--- src/rtl/bsg_link_pearl_pkg.sv ---
// -----------------------------------------------------------------------------
// bsg_link_pearl_pkg
//
// Shared types and helpers for the link bring-up reset sequencer.
//   bsg_link_pearl_reset_seq_state_e : FSM state encoding
//   bsg_link_pearl_reset_lines_s     : the four reset lines
//                                      (token, up_io, down_io, core)
//   reset_lines_for_state()          : per-state reset line levels
//   state_is_busy()                  : true for the timed sequence states
// -----------------------------------------------------------------------------
package bsg_link_pearl_pkg;

  typedef enum logic [2:0] {
    e_idle     = 3'd0,
    e_assert   = 3'd1,
    e_token_hi = 3'd2,
    e_token_lo = 3'd3,
    e_up_rel   = 3'd4,
    e_dn_rel   = 3'd5,
    e_core_rel = 3'd6,
    e_done     = 3'd7
  } bsg_link_pearl_reset_seq_state_e;

  typedef struct packed {
    logic token;
    logic up_io;
    logic down_io;
    logic core;
  } bsg_link_pearl_reset_lines_s;

  // Reset line levels for a given state. IDLE depends on whether the link is
  // meant to sit in reset before the first bring-up request.
  function automatic bsg_link_pearl_reset_lines_s reset_lines_for_state
    (input bsg_link_pearl_reset_seq_state_e state,
     input logic                            start_in_reset);
    bsg_link_pearl_reset_lines_s lines;
    case (state)
      e_idle:     lines = start_in_reset ? 4'b0111 : 4'b0000;
      e_assert:   lines = 4'b0111;
      e_token_hi: lines = 4'b1111;
      e_token_lo: lines = 4'b0111;
      e_up_rel:   lines = 4'b0011;
      e_dn_rel:   lines = 4'b0001;
      e_core_rel: lines = 4'b0001;
      e_done:     lines = 4'b0000;
      default:    lines = 4'b0111;
    endcase
    return lines;
  endfunction

  // The dwell-timed states, i.e. everything between IDLE/DONE.
  function automatic logic state_is_busy
    (input bsg_link_pearl_reset_seq_state_e state);
    logic busy;
    case (state)
      e_assert, e_token_hi, e_token_lo,
      e_up_rel, e_dn_rel, e_core_rel: busy = 1'b1;
      default:                        busy = 1'b0;
    endcase
    return busy;
  endfunction

endpackage

--- src/rtl/bsg_link_pearl_reset_seq_timer.sv ---
// -----------------------------------------------------------------------------
// bsg_link_pearl_reset_seq_timer
//
// Dwell down-counter for the reset sequencer. On load_i the counter takes
// hold_cycles_p-1; otherwise, while en_i is high, it counts down and rests at
// zero. zero_o tells the FSM the current state has been held long enough.
//
// Ports:
//   clk_i     : clock
//   reset_n_i : asynchronous active-low reset (counter to 0)
//   en_i      : count enable (low freezes the counter)
//   load_i    : reload on state entry
//   zero_o    : count is zero
// -----------------------------------------------------------------------------
module bsg_link_pearl_reset_seq_timer #(
  parameter int unsigned hold_cycles_p = 16
) (
  input  logic clk_i,
  input  logic reset_n_i,
  input  logic en_i,
  input  logic load_i,
  output logic zero_o
);

  localparam int unsigned width_lp = $clog2(hold_cycles_p + 1);
  localparam logic [width_lp-1:0] load_val_lp = width_lp'(hold_cycles_p - 1);
  localparam logic [width_lp-1:0] one_lp      = width_lp'(1);

  logic [width_lp-1:0] count_q;
  logic [width_lp-1:0] count_d;

  always_comb begin
    count_d = count_q;
    if (load_i) begin
      count_d = load_val_lp;
    end else if (en_i && (count_q != '0)) begin
      count_d = count_q - one_lp;
    end else begin
      count_d = count_q;
    end
  end

  always_ff @(posedge clk_i or negedge reset_n_i) begin
    if (!reset_n_i) begin
      count_q <= '0;
    end else begin
      count_q <= count_d;
    end
  end

  assign zero_o = (count_q == '0);

endmodule

--- src/rtl/bsg_link_pearl_reset_seq.sv ---
// -----------------------------------------------------------------------------
// bsg_link_pearl_reset_seq
//
// Link bring-up reset sequencer. A start_i pulse in IDLE or DONE walks the
// link resets through ASSERT, TOKEN_HI, TOKEN_LO, UP_REL, DN_REL and CORE_REL,
// each held for hold_cycles_p clocks, ending in DONE with all resets released.
// Outputs are registered from the next state so they move on the same edge
// as the FSM.
//
// Parameters:
//   hold_cycles_p    : dwell per sequence state (1..2^16-1)
//   start_in_reset_p : 1 = link/core resets asserted while IDLE
//
// Ports:
//   clk_i               : clock
//   reset_n_i           : asynchronous active-low reset (deassertion must be
//                         synchronous to clk_i; no synchronizer inside)
//   start_i             : single-cycle bring-up request
//   async_token_reset_o : link token-reset pulse
//   up_io_reset_o       : upstream link IO reset
//   down_io_reset_o     : downstream link IO reset
//   core_reset_o        : link core-side reset
//   busy_o              : sequence in progress
//   done_o              : sequence complete
//
// Optional feature, macro BSG_LINK_PEARL_RESET_SEQ_OVERRIDE_EN:
//   override_v_i        : when high, reset outputs follow override_lines_i,
//                         FSM and timer freeze, busy_o/done_o forced low
//   override_lines_i    : {token, up_io, down_io, core}
// -----------------------------------------------------------------------------
module bsg_link_pearl_reset_seq
  import bsg_link_pearl_pkg::*;
#(
  parameter int unsigned hold_cycles_p    = 16,
  parameter bit          start_in_reset_p = 1'b1
) (
  input  logic       clk_i,
  input  logic       reset_n_i,
  input  logic       start_i,
`ifdef BSG_LINK_PEARL_RESET_SEQ_OVERRIDE_EN
  input  logic       override_v_i,
  input  logic [3:0] override_lines_i,
`endif
  output logic       async_token_reset_o,
  output logic       up_io_reset_o,
  output logic       down_io_reset_o,
  output logic       core_reset_o,
  output logic       busy_o,
  output logic       done_o
);

  bsg_link_pearl_reset_seq_state_e state_q, state_d;
  bsg_link_pearl_reset_lines_s     lines_q, lines_d;
  logic                            busy_q, busy_d;
  logic                            done_q, done_d;
  logic                            timer_zero;
  logic                            timer_load;
  logic                            freeze;

`ifdef BSG_LINK_PEARL_RESET_SEQ_OVERRIDE_EN
  assign freeze = override_v_i;
`else
  assign freeze = 1'b0;
`endif

  // Next-state logic: timed states advance in order once the dwell expires.
  always_comb begin
    state_d = state_q;
    if (freeze) begin
      state_d = state_q;
    end else begin
      case (state_q)
        e_idle, e_done: state_d = start_i    ? e_assert   : state_q;
        e_assert:       state_d = timer_zero ? e_token_hi : state_q;
        e_token_hi:     state_d = timer_zero ? e_token_lo : state_q;
        e_token_lo:     state_d = timer_zero ? e_up_rel   : state_q;
        e_up_rel:       state_d = timer_zero ? e_dn_rel   : state_q;
        e_dn_rel:       state_d = timer_zero ? e_core_rel : state_q;
        e_core_rel:     state_d = timer_zero ? e_done     : state_q;
        default:        state_d = e_idle;
      endcase
    end
  end

  // Every state change (including DONE->ASSERT) restarts the dwell.
  assign timer_load = (state_d != state_q);

  // Output decode from the next state, so outputs register alongside it.
  always_comb begin
    lines_d = reset_lines_for_state(state_d, start_in_reset_p);
    busy_d  = state_is_busy(state_d);
    done_d  = (state_d == e_done);
  end

  // FSM state and registered outputs.
  always_ff @(posedge clk_i or negedge reset_n_i) begin
    if (!reset_n_i) begin
      state_q <= e_idle;
      lines_q <= reset_lines_for_state(e_idle, start_in_reset_p);
      busy_q  <= 1'b0;
      done_q  <= 1'b0;
    end else begin
      state_q <= state_d;
      lines_q <= lines_d;
      busy_q  <= busy_d;
      done_q  <= done_d;
    end
  end

  bsg_link_pearl_reset_seq_timer #(
    .hold_cycles_p(hold_cycles_p)
  ) timer (
    .clk_i    (clk_i),
    .reset_n_i(reset_n_i),
    .en_i     (~freeze),
    .load_i   (timer_load),
    .zero_o   (timer_zero)
  );

`ifdef BSG_LINK_PEARL_RESET_SEQ_OVERRIDE_EN
  // Override path bypasses the registers; the frozen FSM keeps its place.
  always_comb begin
    if (override_v_i) begin
      async_token_reset_o = override_lines_i[3];
      up_io_reset_o       = override_lines_i[2];
      down_io_reset_o     = override_lines_i[1];
      core_reset_o        = override_lines_i[0];
      busy_o              = 1'b0;
      done_o              = 1'b0;
    end else begin
      async_token_reset_o = lines_q.token;
      up_io_reset_o       = lines_q.up_io;
      down_io_reset_o     = lines_q.down_io;
      core_reset_o        = lines_q.core;
      busy_o              = busy_q;
      done_o              = done_q;
    end
  end
`else
  assign async_token_reset_o = lines_q.token;
  assign up_io_reset_o       = lines_q.up_io;
  assign down_io_reset_o     = lines_q.down_io;
  assign core_reset_o        = lines_q.core;
  assign busy_o              = busy_q;
  assign done_o              = done_q;
`endif

endmodule

--- config.mk ---
export PLATFORM = sky130hd
export DESIGN_NAME = bsg_link_pearl_reset_seq
export DESIGN_NICKNAME = d
export VERILOG_FILES = /design/src/rtl/bsg_link_pearl_pkg.sv /design/src/rtl/bsg_link_pearl_reset_seq_timer.sv /design/src/rtl/bsg_link_pearl_reset_seq.sv
export SDC_FILE = /design/constraint.sdc
export NUM_CORES = 1
export LEC_CHECK = 0
export BUFFER_PORTS_ARGS = -buffer_cell sky130_fd_sc_hd__buf_2
export CORE_MARGIN = 2
export CORE_UTILIZATION = 46
export DETAILED_ROUTE_END_ITERATION = 16
export GPL_TIMING_DRIVEN = 0
export PLACE_DENSITY = 0.68
export SLEW_MARGIN = 20
export SYNTH_ARGS = -nofsm -noshare
export SYNTH_HDL_FRONTEND = slang
export SYNTH_SLANG_ARGS = --single-unit
--- constraint.sdc ---
create_clock -name clk_i -period 1.85 [get_ports clk_i]
set_input_delay 0.2775 -clock clk_i [delete_from_list [all_inputs] [get_ports clk_i]]
set_output_delay 0.2775 -clock clk_i [all_outputs]
set_load 0.02 [all_outputs]
==> run metrics <==
run status=finished, final reports clean; final hold vios=0; classification of the worst setup path=reg -> reg; input/output buffers=8; design area=~930 sq um; Antenna Diode Count=0; wire length of the first global-routing pass=2750 microns; R2R cell count=5; number of setup violations in the final report=0; all-layer global routing usage=a little under a fifth; antenna violations before repair=0; worst hold-check slack=about 0.36 ns; most common cell in the synthesized netlist=sky130_fd_sc_hd__dfrtp_1; P per Cell Area=roughly 1600 nW/um^2; total vias in the final route=649; Avg Cell Area, Syn=between 10 and 15 sq um; Crit Reg-Reg Startpoint=timer.count_q[0]; clock-pin slew on the worst setup and hold paths=0.09 ns; number of global-route vias before repair=roughly 620; area added between synthesis and finish=21.0%; top post-synthesis cells by area=sky130_fd_sc_hd__dfrtp_1, sky130_fd_sc_hd__dfstp_2, sky130_fd_sc_hd__and3_1; TritonCTS clock tree=done; Unique masters post-synth=38; buffer cell driving the clock tree root=sky130_fd_sc_hd__clkbuf_4; total detailed-routing wirelength=1660 microns; instance area at placement=between 800 and 900 sq um; maximum number of pins on one net before global-route repair=15; setup slack of the worst register-to-register path=between 0.03 and 0.04 ns; Die Y-Extent=44.9 microns; top cell type by total area after synthesis=sky130_fd_sc_hd__dfrtp_1; maximum capacitance violations=0; CP arrival=2.00 ns; Async S/R FF share, synth=between 90% and 100%; Detailed Route Iter0 Violations=15; actual transition at the worst max-transition pin=around 0.47 ns; DIE WIDTH=~45 microns; Max Freq=approximately 550 MHz; Max IR drop VDD=750 uV; total number of yosys warnings=0; DRC violation count after routing=0; grt total ovfl=0; # nets final=a little under 100; Post-Syn Instances=76; H-Tree Depth=1; Initial DRT Pass Iterations=4; Worst Path Max Fanout=4; gp weighted congestion=a little over 0.8; CTS Sinks=14; critical path endpoint category=flip-flop; Placeable Area=around 1500 sq um; Tcrit/Tclk final=98.1%; synthesized cell area=just under 800 sq um; total negative slack=0 ns; number of buffers inserted during clock tree synthesis=3; worst hold start=start_i; detailed-route vias per instance=approximately 6; share of cells above drive strength 1=between 30 and 40%; worst min-delay path category=in -> reg; final worst path period need=between 1.5 and 2 ns; worst flop-to-flop path endpoint=timer.count_q[4]; leakage power total=just under 0.0004 uW; CTS Buffer Depth=2; Starting Density=about half; Final Max Slew Viols=0; worst hold stages=3; hold path endpoint=busy_o; Die Outline Area=around 2000 sq um; commonest cells in the synthesized netlist=sky130_fd_sc_hd__dfrtp_1, sky130_fd_sc_hd__inv_1, sky130_fd_sc_hd__and3_1, sky130_fd_sc_hd__clkbuf_1, sky130_fd_sc_hd__nand3_1; Mapped Nets=between 80 and 90; proportion of netlist area held by the largest area contributor=35.8%; number of nets with antenna violations after routing=0; Startpoint Class=flip-flop; most frequently used flop master after synthesis=sky130_fd_sc_hd__dfrtp_1; number of flip-flops and latches in the synthesized netlist=14; I/O pin cnt=9; portion of the post-synthesis area used by sequential elements=between 40% and 50%; worst-case headroom to the max-slew limit=slightly below 70%; number of flops mapped to enable cells by yosys=0; worst endpoint required time=between 2 and 2.5 ns; skew final=between 0.0015 and 0.002 ns; routed len/inst=15.4 microns; worst skew pair latency=around 0.28 ns; Rows=14; Power, Total=around 1500 uW; post-detail-place hpwl=about 1000 microns
[critical path: stages, from the launching register on]
cell                      delay, ns
sky130_fd_sc_hd__dfrtp_1       0.41
sky130_fd_sc_hd__inv_2         0.11
sky130_fd_sc_hd__ha_4          0.16
sky130_fd_sc_hd__or4b_4        0.47
sky130_fd_sc_hd__or3_4         0.43
sky130_fd_sc_hd__and3_1        0.15
[what timing repair did]
item | 4_1_cts | 5_1_grt
hold buffers | 1 | 0
resized for setup | 4 | 4
endpoints found under the setup margin | 8 | 9
pin swaps | 0 | 0
buffers inserted | 1 | 2
hold endpoints to repair | 11 | 0
[cells by family (layout without fill, tap and decap cells)]
logic type	after synthesis	in the layout	share of synthesized area [%]
flops	14	14	46.1
mux	2	2	3.26
simple gates	29	29	23.9
compound gates	17	17	16.8
xor+xnor	1	1	1.14
fa+ha+maj	2	2	3.26
buf+inv	11	27	5.54
[through the flow]
step | util, % | cells | setup slack [ns]
final | 60.3 | 108 | 0.0351
after global routing | 60.3 | 108 | -0.0000642
after CTS | 58.1 | 106 | 0.00222
after detailed placement | 53.7 | 100 | -0.135
after global placement | 53.7 | 100 | -0.111
after floorplan | - | 76 | 0.0803
[sequential cells by signal, summed over array words and instances, names as in the netlist]
| signal | cells |
|---|---|
| timer.count_q | 5 |
| up_io_reset_o | 1 |
| state_q | 3 |
| down_io_reset_o | 1 |
| core_reset_o | 1 |
| done_o | 1 |
| async_token_reset_o | 1 |
| busy_o | 1 |
[layer usage]
| metal | routed length (microns) | share of wire [%] | vias up | track usage [%] |
|---|---|---|---|---|
| met5 | 0 | 0 | - | 0 |
| met4 | 35 | 2.1 | 0 | 9.41 |
| met3 | 31 | 1.9 | 5 | 2.40 |
| met2 | 798 | 48 | 8 | 29.9 |
| met1 | 793 | 48 | 320 | 24.9 |
| li1 | - | - | 316 | - |
[how the worst max path moves through the flow]
stage                     startpoint                to  slack [ns]  cells after the start
floorplan           timer.count_q[0]  timer.count_q[4]        0.08                      5
global placement    timer.count_q[0]  timer.count_q[4]       -0.11                      5
detailed placement  timer.count_q[0]  timer.count_q[4]       -0.14                      5
CTS                 timer.count_q[0]  timer.count_q[4]       0.002                      5
global route        timer.count_q[1]  timer.count_q[4]    -0.00006                      5
finish              timer.count_q[0]  timer.count_q[4]        0.04                      5
[placed cells by master, fill, tap and decap left out, types with 2 or more instances in the layout]
| cell type | n |
|---|---|
| sky130_fd_sc_hd__clkbuf_1 | 4 |
| sky130_fd_sc_hd__a311oi_1 | 2 |
| sky130_fd_sc_hd__inv_2 | 2 |
| sky130_fd_sc_hd__o211ai_1 | 2 |
| sky130_fd_sc_hd__a21oi_1 | 3 |
| sky130_fd_sc_hd__dfrtp_1 | 11 |
| sky130_fd_sc_hd__clkbuf_4 | 3 |
| sky130_fd_sc_hd__buf_4 | 4 |
| sky130_fd_sc_hd__nand2b_1 | 2 |
| sky130_fd_sc_hd__dfstp_2 | 3 |
| sky130_fd_sc_hd__nand2_1 | 3 |
| sky130_fd_sc_hd__buf_2 | 8 |
| sky130_fd_sc_hd__nor3_1 | 2 |
| sky130_fd_sc_hd__o21ai_0 | 2 |
| sky130_fd_sc_hd__and3_1 | 4 |
| sky130_fd_sc_hd__nand3_1 | 4 |
| sky130_fd_sc_hd__inv_1 | 4 |
| sky130_fd_sc_hd__nor2_1 | 3 |
[area by class of cell]
class | instances | area (sq um)
plain buffers | 5 | 22.5
clock buffers | 4 | 36.3
fillers | 136 | 612
inverters | 6 | 22.5
multi-input cells | 51 | 402
flip-flops and latches | 14 | 354
well taps | 16 | 20.0
repair buffers | 12 | 72.6
[report_power, final]
| part | switching (uW) | internal, uW | leakage (uW) |
|---|---|---|---|
| clock | 104 | 120 | 0.0000210 |
| combinational | 391 | 331 | 0.000213 |
| sequential | 106 | 428 | 0.000164 |
| total | 601 | 879 | 0.000398 |
(Power assumes the default switching activity.)
